### src/rtl/vend_pkg.sv
// Shared types for the candy vending controller: FSM state encoding,
// credit-register operations and the 2-bit transaction status codes.
package vend_pkg;

   typedef enum logic [1:0] {
      IDLE     = 2'd0,
      ACCUM    = 2'd1,
      DISPENSE = 2'd2,
      CHANGE   = 2'd3
   } state_t;

   typedef enum logic [1:0] {
      ACC_HOLD = 2'd0,
      ACC_ADD  = 2'd1,
      ACC_SUB  = 2'd2,
      ACC_CLR  = 2'd3
   } acc_op_t;

   localparam logic [1:0] ST_SALDO_INSUF = 2'b00;
   localparam logic [1:0] ST_TROCO_REC   = 2'b01;
   localparam logic [1:0] ST_DOCE_COMP   = 2'b10;
   localparam logic [1:0] ST_DOCE_TROCO  = 2'b11;

endpackage

### src/rtl/vend_controller_credit_acc.sv
// Credit register for the vending controller: add/subtract/clear under
// FSM control, plus coin acceptance (granularity, overflow) and zero flag.
module credit_acc
   import vend_pkg::*;
#(
   parameter int CREDIT_W = 8,
   parameter int CHG_UNIT = 5
) (
   input  logic                clk,
   input  logic                rst_n,
   input  acc_op_t             op_i,
   input  logic [CREDIT_W-1:0] operand_i,
   input  logic [CREDIT_W-1:0] coin_i,
   output logic [CREDIT_W-1:0] credit_o,
   output logic                zero_o,
   output logic                coinOk_o
);

   localparam logic [CREDIT_W-1:0] UNIT_V = CREDIT_W'(CHG_UNIT);

   logic [CREDIT_W-1:0] credit_q;
   logic [CREDIT_W-1:0] credit_d;
   logic [CREDIT_W:0]   coinSum;

   // The extra sum bit is the overflow indicator for credit + coin.
   assign coinSum  = {1'b0, credit_q} + {1'b0, coin_i};
   assign coinOk_o = (coin_i != '0) && ((coin_i % UNIT_V) == '0) && !coinSum[CREDIT_W];
   assign zero_o   = (credit_q == '0);
   assign credit_o = credit_q;

   always_comb begin
      credit_d = credit_q;
      case (op_i)
         ACC_ADD:  credit_d = credit_q + operand_i;
         ACC_SUB:  credit_d = (operand_i > credit_q) ? '0 : credit_q - operand_i;
         ACC_CLR:  credit_d = '0;
         default:  credit_d = credit_q;
      endcase
   end

   always_ff @(posedge clk or negedge rst_n) begin
      if (!rst_n) begin
         credit_q <= '0;
      end else begin
         credit_q <= credit_d;
      end
   end

endmodule

### src/rtl/vend_controller.sv
// Vending machine sequencing FSM: coin intake, buy arbitration, dispense and
// change handshakes. Define VEND_CANCEL_EN to add the cancel/refund input.
module vend_controller
   import vend_pkg::*;
#(
   parameter int CREDIT_W = 8,
   parameter int PRICE    = 15,
   parameter int CHG_UNIT = 5
) (
   input  logic                c,
   input  logic                r,
   input  logic                coin_valid,
   input  logic [CREDIT_W-1:0] coin_val,
   output logic                coin_rej,
   input  logic                buy,
`ifdef VEND_CANCEL_EN
   input  logic                cancel,
`endif
   output logic                disp_req,
   input  logic                disp_ack,
   output logic                chg_req,
   input  logic                chg_ack,
   output logic [CREDIT_W-1:0] credit,
   output logic [1:0]          status,
   output logic                done
);

   localparam logic [CREDIT_W-1:0] PRICE_V = CREDIT_W'(PRICE);
   localparam logic [CREDIT_W-1:0] UNIT_V  = CREDIT_W'(CHG_UNIT);

   state_t              state_q;
   logic [1:0]          status_q;
   logic                done_q;
   logic                coinRej_q;
   logic                dispReq_q;
   logic                chgReq_q;
   logic                purchase_q;

   acc_op_t             accOp;
   logic [CREDIT_W-1:0] accOperand;
   logic [CREDIT_W-1:0] creditVal;
   logic                creditZero;
   logic                coinOk;
   logic                creditGePrice;
   logic                lastUnit;
   logic                cancelIn;

`ifdef VEND_CANCEL_EN
   assign cancelIn = cancel;
`else
   assign cancelIn = 1'b0;
`endif

   assign creditGePrice = (creditVal >= PRICE_V);
   assign lastUnit      = (creditVal <= UNIT_V);

   credit_acc #(
      .CREDIT_W (CREDIT_W),
      .CHG_UNIT (CHG_UNIT)
   ) u_credit_acc (
      .clk       (c),
      .rst_n     (r),
      .op_i      (accOp),
      .operand_i (accOperand),
      .coin_i    (coin_val),
      .credit_o  (creditVal),
      .zero_o    (creditZero),
      .coinOk_o  (coinOk)
   );

   // Credit datapath control; must mirror the arbitration in the FSM below.
   always_comb begin
      accOp      = ACC_HOLD;
      accOperand = coin_val;
      case (state_q)
         IDLE, ACCUM: begin
            if (coin_valid) begin
               if (coinOk) accOp = ACC_ADD;
            end else if ((state_q == ACCUM) && !cancelIn && buy && creditGePrice) begin
               accOp      = ACC_SUB;
               accOperand = PRICE_V;
            end
         end
         CHANGE: begin
            if (chg_ack && !creditZero) begin
               accOp      = ACC_SUB;
               accOperand = UNIT_V;
            end
         end
         default: accOp = ACC_HOLD;
      endcase
   end

   always_ff @(posedge c or negedge r) begin
      if (!r) begin
         state_q    <= IDLE;
         status_q   <= ST_SALDO_INSUF;
         done_q     <= 1'b0;
         coinRej_q  <= 1'b0;
         dispReq_q  <= 1'b0;
         chgReq_q   <= 1'b0;
         purchase_q <= 1'b0;
      end else begin
         done_q    <= 1'b0;
         coinRej_q <= 1'b0;
         case (state_q)
            IDLE: begin
               if (coin_valid) begin
                  if (coinOk) state_q <= ACCUM;
                  else        coinRej_q <= 1'b1;
               end else if (cancelIn) begin
                  status_q <= ST_TROCO_REC;
                  done_q   <= 1'b1;
               end else if (buy) begin
                  status_q <= ST_SALDO_INSUF;
                  done_q   <= 1'b1;
               end
            end
            ACCUM: begin
               if (coin_valid) begin
                  if (!coinOk) coinRej_q <= 1'b1;
               end else if (cancelIn) begin
                  state_q    <= CHANGE;
                  chgReq_q   <= 1'b1;
                  purchase_q <= 1'b0;
               end else if (buy) begin
                  if (creditGePrice) begin
                     state_q    <= DISPENSE;
                     dispReq_q  <= 1'b1;
                     purchase_q <= 1'b1;
                  end else begin
                     status_q <= ST_SALDO_INSUF;
                     done_q   <= 1'b1;
                  end
               end
            end
            DISPENSE: begin
               if (coin_valid) coinRej_q <= 1'b1;
               if (disp_ack) begin
                  dispReq_q <= 1'b0;
                  if (creditZero) begin
                     state_q  <= IDLE;
                     status_q <= ST_DOCE_COMP;
                     done_q   <= 1'b1;
                  end else begin
                     state_q  <= CHANGE;
                     chgReq_q <= 1'b1;
                  end
               end
            end
            CHANGE: begin
               if (coin_valid) coinRej_q <= 1'b1;
               // The request drops on the same edge the final unit empties credit.
               if (chg_ack && lastUnit) begin
                  chgReq_q <= 1'b0;
                  state_q  <= IDLE;
                  status_q <= purchase_q ? ST_DOCE_TROCO : ST_TROCO_REC;
                  done_q   <= 1'b1;
               end
            end
            default: state_q <= IDLE;
         endcase
      end
   end

   assign coin_rej = coinRej_q;
   assign disp_req = dispReq_q;
   assign chg_req  = chgReq_q;
   assign credit   = creditVal;
   assign status   = status_q;
   assign done     = done_q;

endmodule

### config.mk
export PLATFORM = sky130hd
export DESIGN_NAME = vend_controller
export DESIGN_NICKNAME = d
export VERILOG_FILES = /design/src/rtl/vend_pkg.sv /design/src/rtl/vend_controller_credit_acc.sv /design/src/rtl/vend_controller.sv
export SDC_FILE = /design/constraint.sdc
export NUM_CORES = 1
export LEC_CHECK = 0
export BUFFER_PORTS_ARGS = -buffer_cell sky130_fd_sc_hd__buf_4
export CORE_MARGIN = 2
export CORE_UTILIZATION = 55
export CTS_BUF_LIST = sky130_fd_sc_hd__clkbuf_8
export DETAILED_ROUTE_END_ITERATION = 7
export PLACE_DENSITY = 0.82
export SYNTH_ARGS = -nofsm -noshare
export SYNTH_HDL_FRONTEND = slang
export SYNTH_SLANG_ARGS = --single-unit
### constraint.sdc
create_clock -name c -period 3.62 [get_ports c]
set_input_delay 0.181 -clock c [delete_from_list [all_inputs] [get_ports c]]
set_output_delay 0.181 -clock c [all_outputs]
set_load 0.02 [all_outputs]
== Yosys cells after proc, flatten, opt, wreduce, memory -nomap -nowiden ==
Index checks and enable logic that the tools add are counted.

* Add/sub/neg operators: 3
* Div/mod/pow operators: 1
* $lt $le $gt $ge: 3
* Eq/ne operators: 18
* Multiplexer cells: 52
* Bitwise operators: 1
* Reductions and logical operators: 22

{| class="wikitable"
|+ Operator list
! cell !! number
|-
| 2-bit two-way mux || 20
|-
| 8-bit two-way mux || 4
|-
| 2-bit inequality test (second input constant) || 12
|-
| 8-bit one-hot mux with 3 select lines || 1
|-
| 1-bit two-way mux || 19
|-
| 8-bit zero test || 2
|-
| 2-bit one-hot mux with 4 select lines || 2
|-
| 8-bit one-hot mux with 2 select lines || 1
|-
| 8-bit by 8-bit adder with 9-bit output || 1
|-
| 8-bit adder || 1
|-
| 2-bit == test (second input constant) || 4
|-
| 8-bit by 4-bit greater-or-equal comparator with 1-bit output (second input constant) || 1
|-
| 8-bit greater-than comparator || 1
|-
| 8-bit by 3-bit less-or-equal comparator with 1-bit output (second input constant) || 1
|-
| 8-bit by 3-bit modulo with 8-bit output (second input constant) || 1
|-
| 4-bit AND reduction || 2
|-
| 8-bit AND reduction || 1
|-
| 8-bit nonzero test || 1
|-
| 8-bit subtractor || 1
|-
| 7-bit AND reduction || 1
|-
| 1-bit logical AND || 6
|-
| 1-bit one-hot mux with 2 select lines || 3
|-
| 5-bit AND reduction || 1
|-
| 2-bit by 1-bit == test with 1-bit output (second input constant) || 2
|-
| other kinds (8) || 11
|}

* Bits in registers: 17
* Input bits: 14
* Output and inout port bits: 14
* Logic and storage cells: 108

== Longest topological paths before layout ==
Gate-level depths: netlist of run 1.

* Depth in word-level cells: 9
* Mapped depth: 18
* Depth with buffers taken out: 18

== Hierarchy ==
From an unflattened synthesis of run 1, not the netlist that was laid out.

* Cell total of the unflattened synthesis: 275
* Area, all modules: 2234.6 um^2

{| class="wikitable"
|+ By module, submodules not included
! module !! times used !! cells each !! area each (um^2) !! seq. area each (um^2)
|-
| credit_acc || 1 || 210 || 1639.1 || 200.2
|-
| vend_controller || 1 || 65 || 595.6 || 225.2
|}

== Least setup slack after synthesis of run 1 ==
OpenSTA, ideal clock, no wires.

* Path kind: register to register
* Start point: register u_credit_acc.credit_q[6], in the netlist u_credit_acc.credit_o[6]
* End point: register u_credit_acc.credit_q[3], in the netlist u_credit_acc.credit_o[3]
* Setup time: 0.090 ns
* Data arrival time: 3.982 ns
* Data required time: 3.530 ns
* Slack: -0.453 ns
* Cell stages (with the launch flop): 18
* Path buffers: 0
* Clock period less this slack: 4.073 ns
* Cell sequence: dfrtp_1 > nor4_1 > and2_1 > nand2_1 > and3_1 > o21ai_1 > nand2b_1 > ha_1 > fa_1 > o21bai_1 > a21oi_1 > o21bai_1 > a21oi_1 > or3b_2 > a21o_1 > o21ai_0 > a21oi_1 > o221ai_1

* Longest elaborated chain between the ends: 8
* Elaborated cells on any way between the ends: 26
* Those cells by class: 3 x add/sub; 2 x order compare; 3 x eq/ne; 11 x mux; 7 x reduce/logical

{| class="wikitable"
|+ Ends and longest elaborated chain
! element !! RTL line !! RTL
|-
| start, declared || vend_controller_credit_acc.sv:21 || <nowiki>logic [CREDIT_W-1:0] credit_q;</nowiki>
|-
| start signal, assigned || vend_controller_credit_acc.sv:45 || <nowiki>credit_q <= credit_d;</nowiki>
|-
| 8-bit by 4-bit greater-or-equal comparator with 1-bit output (tied with other cells) || vend_controller.sv:54 || <nowiki>assign creditGePrice = (creditVal >= PRICE_V);</nowiki>
|-
| 1-bit logical AND (tied with other cells) || vend_controller.sv:79 || <nowiki>end else if ((state_q == ACCUM) && !cancelIn && buy && creditGePrice) begin</nowiki>
|-
| 8-bit two-way mux (tied with other cells) || vend_controller.sv:79 ||
|-
| 8-bit two-way mux (tied with other cells) || vend_controller.sv:77 || <nowiki>if (coin_valid) begin</nowiki>
|-
| 8-bit one-hot mux with 2 select lines / 2-bit two-way mux (equally long branches) || vend_controller.sv:75, vend_controller.sv:77 ||
|-
| 8-bit subtractor (tied with other cells) || vend_controller_credit_acc.sv:35 || <nowiki>ACC_SUB: credit_d = (operand_i > credit_q) ? '0 : credit_q - operand_i;</nowiki>
|-
| 8-bit two-way mux (tied with other cells) || vend_controller_credit_acc.sv:35 ||
|-
| 8-bit one-hot mux with 3 select lines / 3-bit nonzero test (equally long branches) || - ||
|}

Several ways; a longest one is shown, not always the timed one.
A chain may end at the register's enable or synchronous reset.

== Final worst setup path of run 1 ==
* Start point: register u_credit_acc.credit_q[7], in the netlist u_credit_acc.credit_o[7]
* End point: register u_credit_acc.credit_q[3], in the netlist u_credit_acc.credit_o[3]

The elaborated chain is that of the path after synthesis.

==> results.json, run 1 <==
{
  "cp.required_ps": 3780,
  "crit_path_max_fanout": 6,
  "die_area_mm2": 0.00449,
  "synth_ff_type": "sky130_fd_sc_hd__dfrtp_1",
  "floorplan.io_pins": 28,
  "fin_nets": 368,
  "leakage_nw": 1.24,
  "finalHoldViolCount": 0,
  "vias": 2283,
  "die-width_um": 67.0,
  "die_y_um": 67.0,
  "totalPowerFinal_mw": 1.84,
  "cts.reportedPaths.clkPinSlew_ps": 70,
  "tightest_slew_ps": 535,
  "irDropWorstVdd_mv": 0.468,
  "first_global_vias": 2137,
  "synth_largest_type_area_fraction_pct": 19.5,
  "route.detailed.wl_per_inst_um": 14.9,
  "cts-root-to-sink-buffers": 2,
  "numCtsBuffers": 3,
  "clk_root_buffer_cell": "sky130_fd_sc_hd__clkbuf_8",
  "final_antenna_net_count": 0,
  "post-route-period-util_pct": 101,
  "clk-insertion-delay-late_ps": 250,
  "drtPass1Iterations": 4,
  "wirelength_um": 5570,
  "synthDominantAreaCellType": "sky130_fd_sc_hd__dfrtp_1",
  "status": "complete, but fails checks",
  "postSynthRegisterBits": 17,
  "detail_route.vias_per_cell": 6.12,
  "drv_slew": 0,
  "synth_area_per_cell_um2": 7.85,
  "worst_hold_path.num_cells": 2,
  "power_per_cell_area_mw_per_mm2": 674,
  "tritoncts_clock_tree": "built",
  "fin_skew_ps": 4.78,
  "max-slew-margin-rel_pct": 63.8,
  "buffer_ports.inserted": 27,
  "switching_power_mw": 0.888,
  "synth_edf_count": 0,
  "fmax_mhz": 274,
  "antenna_found_initial": 0,
  "intPower_mw": 0.949,
  "place_area_mm2": 0.00256,
  "layout_min_cycle_time_ps": 3650,
  "n_antenna_cell": 0,
  "most-common-layout-cells": "53 x sky130_fd_sc_hd__buf_4, 25 x sky130_fd_sc_hd__ha_1, 23 x sky130_fd_sc_hd__nand2_1, 22 x sky130_fd_sc_hd__nor2_1, 21 x sky130_fd_sc_hd__inv_1",
  "post-route-util_pct": 72.8,
  "finish.instance_area_mm2": 0.00273,
  "mappedNetlistNets": 320,
  "dp.final_hpwl_um": 4190,
  "timing.hold.worst.class": "input port to register",
  "critical_path_arrival_ps": 3810,
  "pwr-share-comb_pct": 72.0,
  "yosys_warnings": 0,
  "synth_sequential_area_ratio_pct": 19.5,
  "start_kind": "register",
  "power.switching_fraction_pct": 48.3,
  "grt_setup_unrepaired": "true",
  "htree_levels": 1,
  "max-cap-violations": 0,
  "power_frac_seq_pct": 20.2,
  "syn_area_mm2": 0.00218,
  "first_pass_grt_wire_length_um": 9230,
  "routabilityCongestion": 0.899,
  "rows": 22,
  "layout_commonest_cell": "sky130_fd_sc_hd__buf_4",
  "initial_cell_density_of_the_core_pct": 58.3,
  "setup-violations-final": 1,
  "cp-end-kind": "register",
  "synth_cells": 278,
  "r2r_cells": 16,
  "yosys-top-cells-area": "sky130_fd_sc_hd__dfrtp_1 19%, sky130_fd_sc_hd__ha_1 15%, sky130_fd_sc_hd__a21oi_1 5.5%, sky130_fd_sc_hd__nand2_1 4.1%, sky130_fd_sc_hd__nor2_1 4.0%",
  "worst_slack_ps": -32.0,
  "async_flop_share_pct": 100,
  "globalRouteOverflowTotal": 0,
  "placeableCoreArea_mm2": 0.00374,
  "cts_num_sinks": 17,
  "largest_net_degree_at_the_start_of_global_routing": 19,
  "violations_in_the_final_reports": "negative setup slack",
  "post_route_cells_drive_above_1_share_pct": 28.3,
  "worst-setup-path-type": "register to register",
  "grt_usage_pct": 26.1,
  "clockPowerShare_pct": 7.8,
  "drc_errors": 0,
  "nFillCells": 300,
  "dpl_ws_ps": -43.6,
  "flow.area_growth_from_synthesis_pct": 24.9,
  "number_of_distinct_library_cells_after_synthesis": 64,
  "first_iter_violations": 170
}
==> timing repair <==
item / in CTS / in global routing
buffers inserted: 1 / 7
hold buffers: 1 / 0
resized for setup: 3 / 10
pin swaps: 0 / 11
endpoints found under the hold margin: 17 / 0
endpoints found under the setup margin: 4 / 8
==> synthesized netlist by cell type, drive strengths merged, types with 3 or more instances <==
master	count
a21o	3
or2	4
buf	7
and3	3
clkbuf	4
o21ai	19
a31oi	3
o31ai	3
ha	26
inv	22
nand2	24
a21oi	24
o22ai	4
nand2b	7
o221ai	5
nand3	4
o211ai	7
nor2	23
xnor2	6
o21bai	6
dfrtp	17
nor3	6
and2	3
nor4	4
nor2b	5
a211oi	3
==> sequential cells by signal, indices dropped and copies added, names as in the netlist <==
name                   flops
u_credit_acc.credit_o      8
state_q                    2
status                     2
chg_req                    1
coin_rej                   1
disp_req                   1
done                       1
purchase_q                 1
==> worst paths after layout <==
path | from | end | slack (ps)
max in group asynchronous | r | u_credit_acc.credit_o[7] | 3060
worst max register to register | u_credit_acc.credit_o[7] | u_credit_acc.credit_o[3] | -30
worst min register to register | purchase_q | purchase_q | 480
min in group asynchronous | r | done | 340
worst max-delay path | u_credit_acc.credit_o[7] | u_credit_acc.credit_o[3] | -30
worst min-delay path | coin_valid | coin_rej | 180
==> routing by layer <==
| metal | track usage [%] | part of all wire (%) | vias up |
|---|---|---|---|
| met2 | 46.4 | 50 | 68 |
| li1 | - | - | 1115 |
| met5 | 0 | 0 | - |
| met4 | 7.14 | 1.3 | 0 |
| met1 | 33.8 | 44 | 1091 |
| met3 | 1.69 | 4.7 | 9 |
==> metrics by stage <==
step / std cells / TNS, ps / hold slack (ps)
floorplan: 278 / 0 / -115
global placement: 360 / 0 / 53.3
detailed placement: 360 / -73.9 / 57.2
CTS: 366 / 0 / 175
global route: 373 / -1000 / 185
finish: 373 / -32.0 / 177
==> cell type report <==
type / instances / area, um2 / area share, %
clock buffer: 3 / 41.3 / 1.51
clock inverter: 1 / 5.00 / 0.184
inverter: 22 / 82.6 / 3.03
multi-input combinational: 228 / 1700 / 62.4
sequential: 17 / 429 / 15.7
tap: 48 / 60.1 / 2.20
timing repair buffer: 54 / 408 / 15.0
==> worst max-delay path: stages (launching register included) <==
cell and delay [ps]:
sky130_fd_sc_hd__dfrtp_2 440, sky130_fd_sc_hd__nor4_4 330, sky130_fd_sc_hd__o31ai_1 160, sky130_fd_sc_hd__and4_4 250, sky130_fd_sc_hd__o21ai_4 190, sky130_fd_sc_hd__nand2b_1 110, sky130_fd_sc_hd__ha_2 200, sky130_fd_sc_hd__fa_2 350
sky130_fd_sc_hd__o21bai_1 170, sky130_fd_sc_hd__a21oi_2 100, sky130_fd_sc_hd__o21bai_1 190, sky130_fd_sc_hd__a21oi_2 90, sky130_fd_sc_hd__or3b_4 390, sky130_fd_sc_hd__a21o_4 240, sky130_fd_sc_hd__o21ai_2 150, sky130_fd_sc_hd__a21oi_1 60
sky130_fd_sc_hd__o221ai_1 160
==> power by group through the flow <==
| stage | sequential [mW] | clock [mW] | combinational [mW] |
|---|---|---|---|
| floorplan | 0.425 | 0 | 0.773 |
| global placement | 0.361 | 0 | 1.18 |
| detailed placement | 0.365 | 0 | 1.21 |
| CTS | 0.368 | 0.144 | 1.24 |
| global route | 0.381 | 0.150 | 1.47 |
| finish | 0.371 | 0.142 | 1.32 |
==> cell families (layout without fill, tap and decap cells) <==
| kind of cell | count (synthesis) | in the layout | synth area share [%] |
|---|---|---|---|
| muxes | 2 | 2 | 0.974 |
| buffers and inverters | 33 | 80 | 6.42 |
| adders and majority gates | 28 | 28 | 16.7 |
| and+or+nand+nor | 93 | 93 | 22.2 |
| xor gates and xnor gates | 7 | 7 | 2.81 |
| DFF | 17 | 17 | 19.5 |
| AOI/OAI and AO/OA | 98 | 98 | 31.4 |
(Power assumes the default switching activity.)
==> run 2: changes to the inputs <==
CORE_UTILIZATION = 59   (was 55)
CTS_BUF_LIST = unset   (was sky130_fd_sc_hd__clkbuf_8)
CTS_CLUSTER_DIAMETER = 80   (was unset)
PLACE_DENSITY = 0.84   (was 0.82)
clock period = 4.1 ns   (was 3.62 ns; I/O delays follow)
==> results.json, run 2 (synthesis gave the netlist of run 1 again) <==
{
  "status": "completed",
  "drtPass1Iterations": 4,
  "initial_cell_density_of_the_core_pct": 60.5,
  "r2r_cells": 17,
  "timing.setup.tns_ps": 0,
  "globalRouteOverflowTotal": 0,
  "htree_levels": 1,
  "n_antenna_cell": 0,
  "post-route-period-util_pct": 94.9,
  "largest_net_degree_at_the_start_of_global_routing": 19,
  "fin_nets": 348,
  "timing.critical_path.mode_cell": "sky130_fd_sc_hd__a21oi_1",
  "post-route-util_pct": 70.0,
  "first_pass_grt_wire_length_um": 9150,
  "tightest_slew_ps": 582,
  "leakage_nw": 1.14,
  "numCtsBuffers": 3,
  "dpl_ws_ps": 94.7,
  "cts_num_sinks": 17,
  "drv_slew": 0,
  "final_antenna_net_count": 0,
  "irDropWorstVdd_mv": 0.312,
  "max-slew-margin-rel_pct": 60.9,
  "dp.final_hpwl_um": 4020,
  "critical_path.cell_chain": "nor4_4 -> and2_4 -> nand2_1 -> and3_1 -> o21ai_1 -> nand2b_1 -> ha_2 -> fa_1 -> o21bai_1 -> a21oi_1 -> o21bai_1 -> a21oi_1 -> or3b_2 -> a21o_4 -> o21ai_1 -> a21oi_1 -> o211ai_1",
  "die_y_um": 64.8,
  "start_kind": "register",
  "worst_hold_path.num_cells": 2,
  "timing.hold.worst.class": "input port to register",
  "max-cap-violations": 0,
  "worst-setup-path-type": "register to register",
  "cts-root-to-sink-buffers": 2,
  "vias": 2172,
  "cp.required_ps": 4260,
  "tritoncts_clock_tree": "built",
  "first_iter_violations": 286,
  "die-width_um": 64.8,
  "clk-insertion-delay-late_ps": 250,
  "drc_errors": 0,
  "wirelength_um": 5330,
  "floorplan.io_pins": 28,
  "postCtsSetupBuffers": 0,
  "finalHoldViolCount": 0,
  "layout_commonest_cell": "sky130_fd_sc_hd__buf_4",
  "final_cell_count_no_fill": 353,
  "placed_instance_count": 348,
  "buffer_ports.inserted": 27,
  "routabilityCongestion": 0.900,
  "crit_path_max_fanout": 7,
  "layout_min_cycle_time_ps": 3890,
  "timing.critical_path.slowest_stage_cell": "sky130_fd_sc_hd__or3b_2",
  "power_per_cell_area_mw_per_mm2": 589,
  "cp-end-kind": "register",
  "totalPowerFinal_mw": 1.49,
  "route.detailed.wl_per_inst_um": 15.1,
  "grt_usage_pct": 26.7,
  "fmax_mhz": 257,
  "cp_slowest_stage_delay_ps": 500,
  "critical_path_arrival_ps": 4050,
  "most-common-layout-cells": "33 x sky130_fd_sc_hd__buf_4, 25 x sky130_fd_sc_hd__ha_1, 24 x sky130_fd_sc_hd__nand2_1, 23 x sky130_fd_sc_hd__nor2_1, 23 x sky130_fd_sc_hd__a21oi_1",
  "post_route_cells_drive_above_1_share_pct": 19.0,
  "rows": 22,
  "clk_root_buffer_cell": "sky130_fd_sc_hd__clkbuf_8",
  "largest_register_ffs": 8,
  "flow.area_growth_from_synthesis_pct": 15.6,
  "die_area_mm2": 0.00420,
  "worst_slack_ps": 210,
  "first_global_vias": 2055,
  "antenna_found_initial": 0,
  "fin_skew_ps": 9.98,
  "nFillCells": 297,
  "cts.reportedPaths.clkPinSlew_ps": 70,
  "setup-violations-final": 0,
  "detail_route.vias_per_cell": 6.15,
  "placeableCoreArea_mm2": 0.00361
}
==> run 2: cell types whose count changed in the layout (fill, tap and decap cells not counted), sizes merged <==
| cell | delta |
|---|---|
| buf | -20 |
==> run 2: final timing paths <==
| kind | startpoint | to | slack [ps] |
|---|---|---|---|
| setup / recovery | u_credit_acc.credit_o[5] | u_credit_acc.credit_o[4] | 210 |
| hold / removal | coin_valid | coin_rej | 190 |
| setup reg to reg | u_credit_acc.credit_o[5] | u_credit_acc.credit_o[4] | 210 |
| hold reg to reg | purchase_q | purchase_q | 480 |
| max in group asynchronous | r | u_credit_acc.credit_o[7] | 3560 |
| min in group asynchronous | r | status[0] | 350 |
==> run 2: critical path, delay by kind of cell (launching register included) <==
kind | cells | cell delay, ps
AO/OA/AOI/OAI | 9 | 1350
adder cells (fa/ha/maj) | 2 | 620
flip-flops | 1 | 400
AND/OR/NAND/NOR | 6 | 1440
==> run 2: per-stage QoR <==
step	instance area, um2	hold slack, ps
after floorplan	2180	-90.6
after global placement	2430	75.9
after detailed placement	2430	76.1
after CTS	2490	195
after global routing	2520	188
final	2520	193
==> run 2: final cells by class <==
type / count / area [um2] / area share (%)
Timing Repair Buffer: 34 / 258 / 10.2
Clock inverter: 1 / 5.00 / 0.198
Sequential cell: 17 / 425 / 16.8
Tap cell: 48 / 60.1 / 2.38
Inverter: 22 / 82.6 / 3.27
Multi-Input combinational cell: 228 / 1650 / 65.5
Clock buffer: 3 / 41.3 / 1.64
==> run 2: repair_timing <==
item,4_1_cts,5_1_grt
gates resized for setup,0,10
hold buffers,1,0
hold endpoints to repair,17,0
setup endpoints to repair,0,4
==> run 2: where the power goes <==
part | internal [mW] | switching (mW) | total, mW
registers | 0.236 | 0.0878 | 0.324
clock network | 0.0674 | 0.0593 | 0.127
logic | 0.441 | 0.595 | 1.04
==> run 2: metal layers <==
layer  part of all wire (%)  routed length (um)  up-vias  GRT usage [%]
li1                       -                   -     1076              -
met1                     45                2420     1024           36.4
met2                     49                2590       64           45.1
met3                    4.5                 242        8           2.95
met4                    1.5                  78        0           6.38
met5                      0                   0        -              0
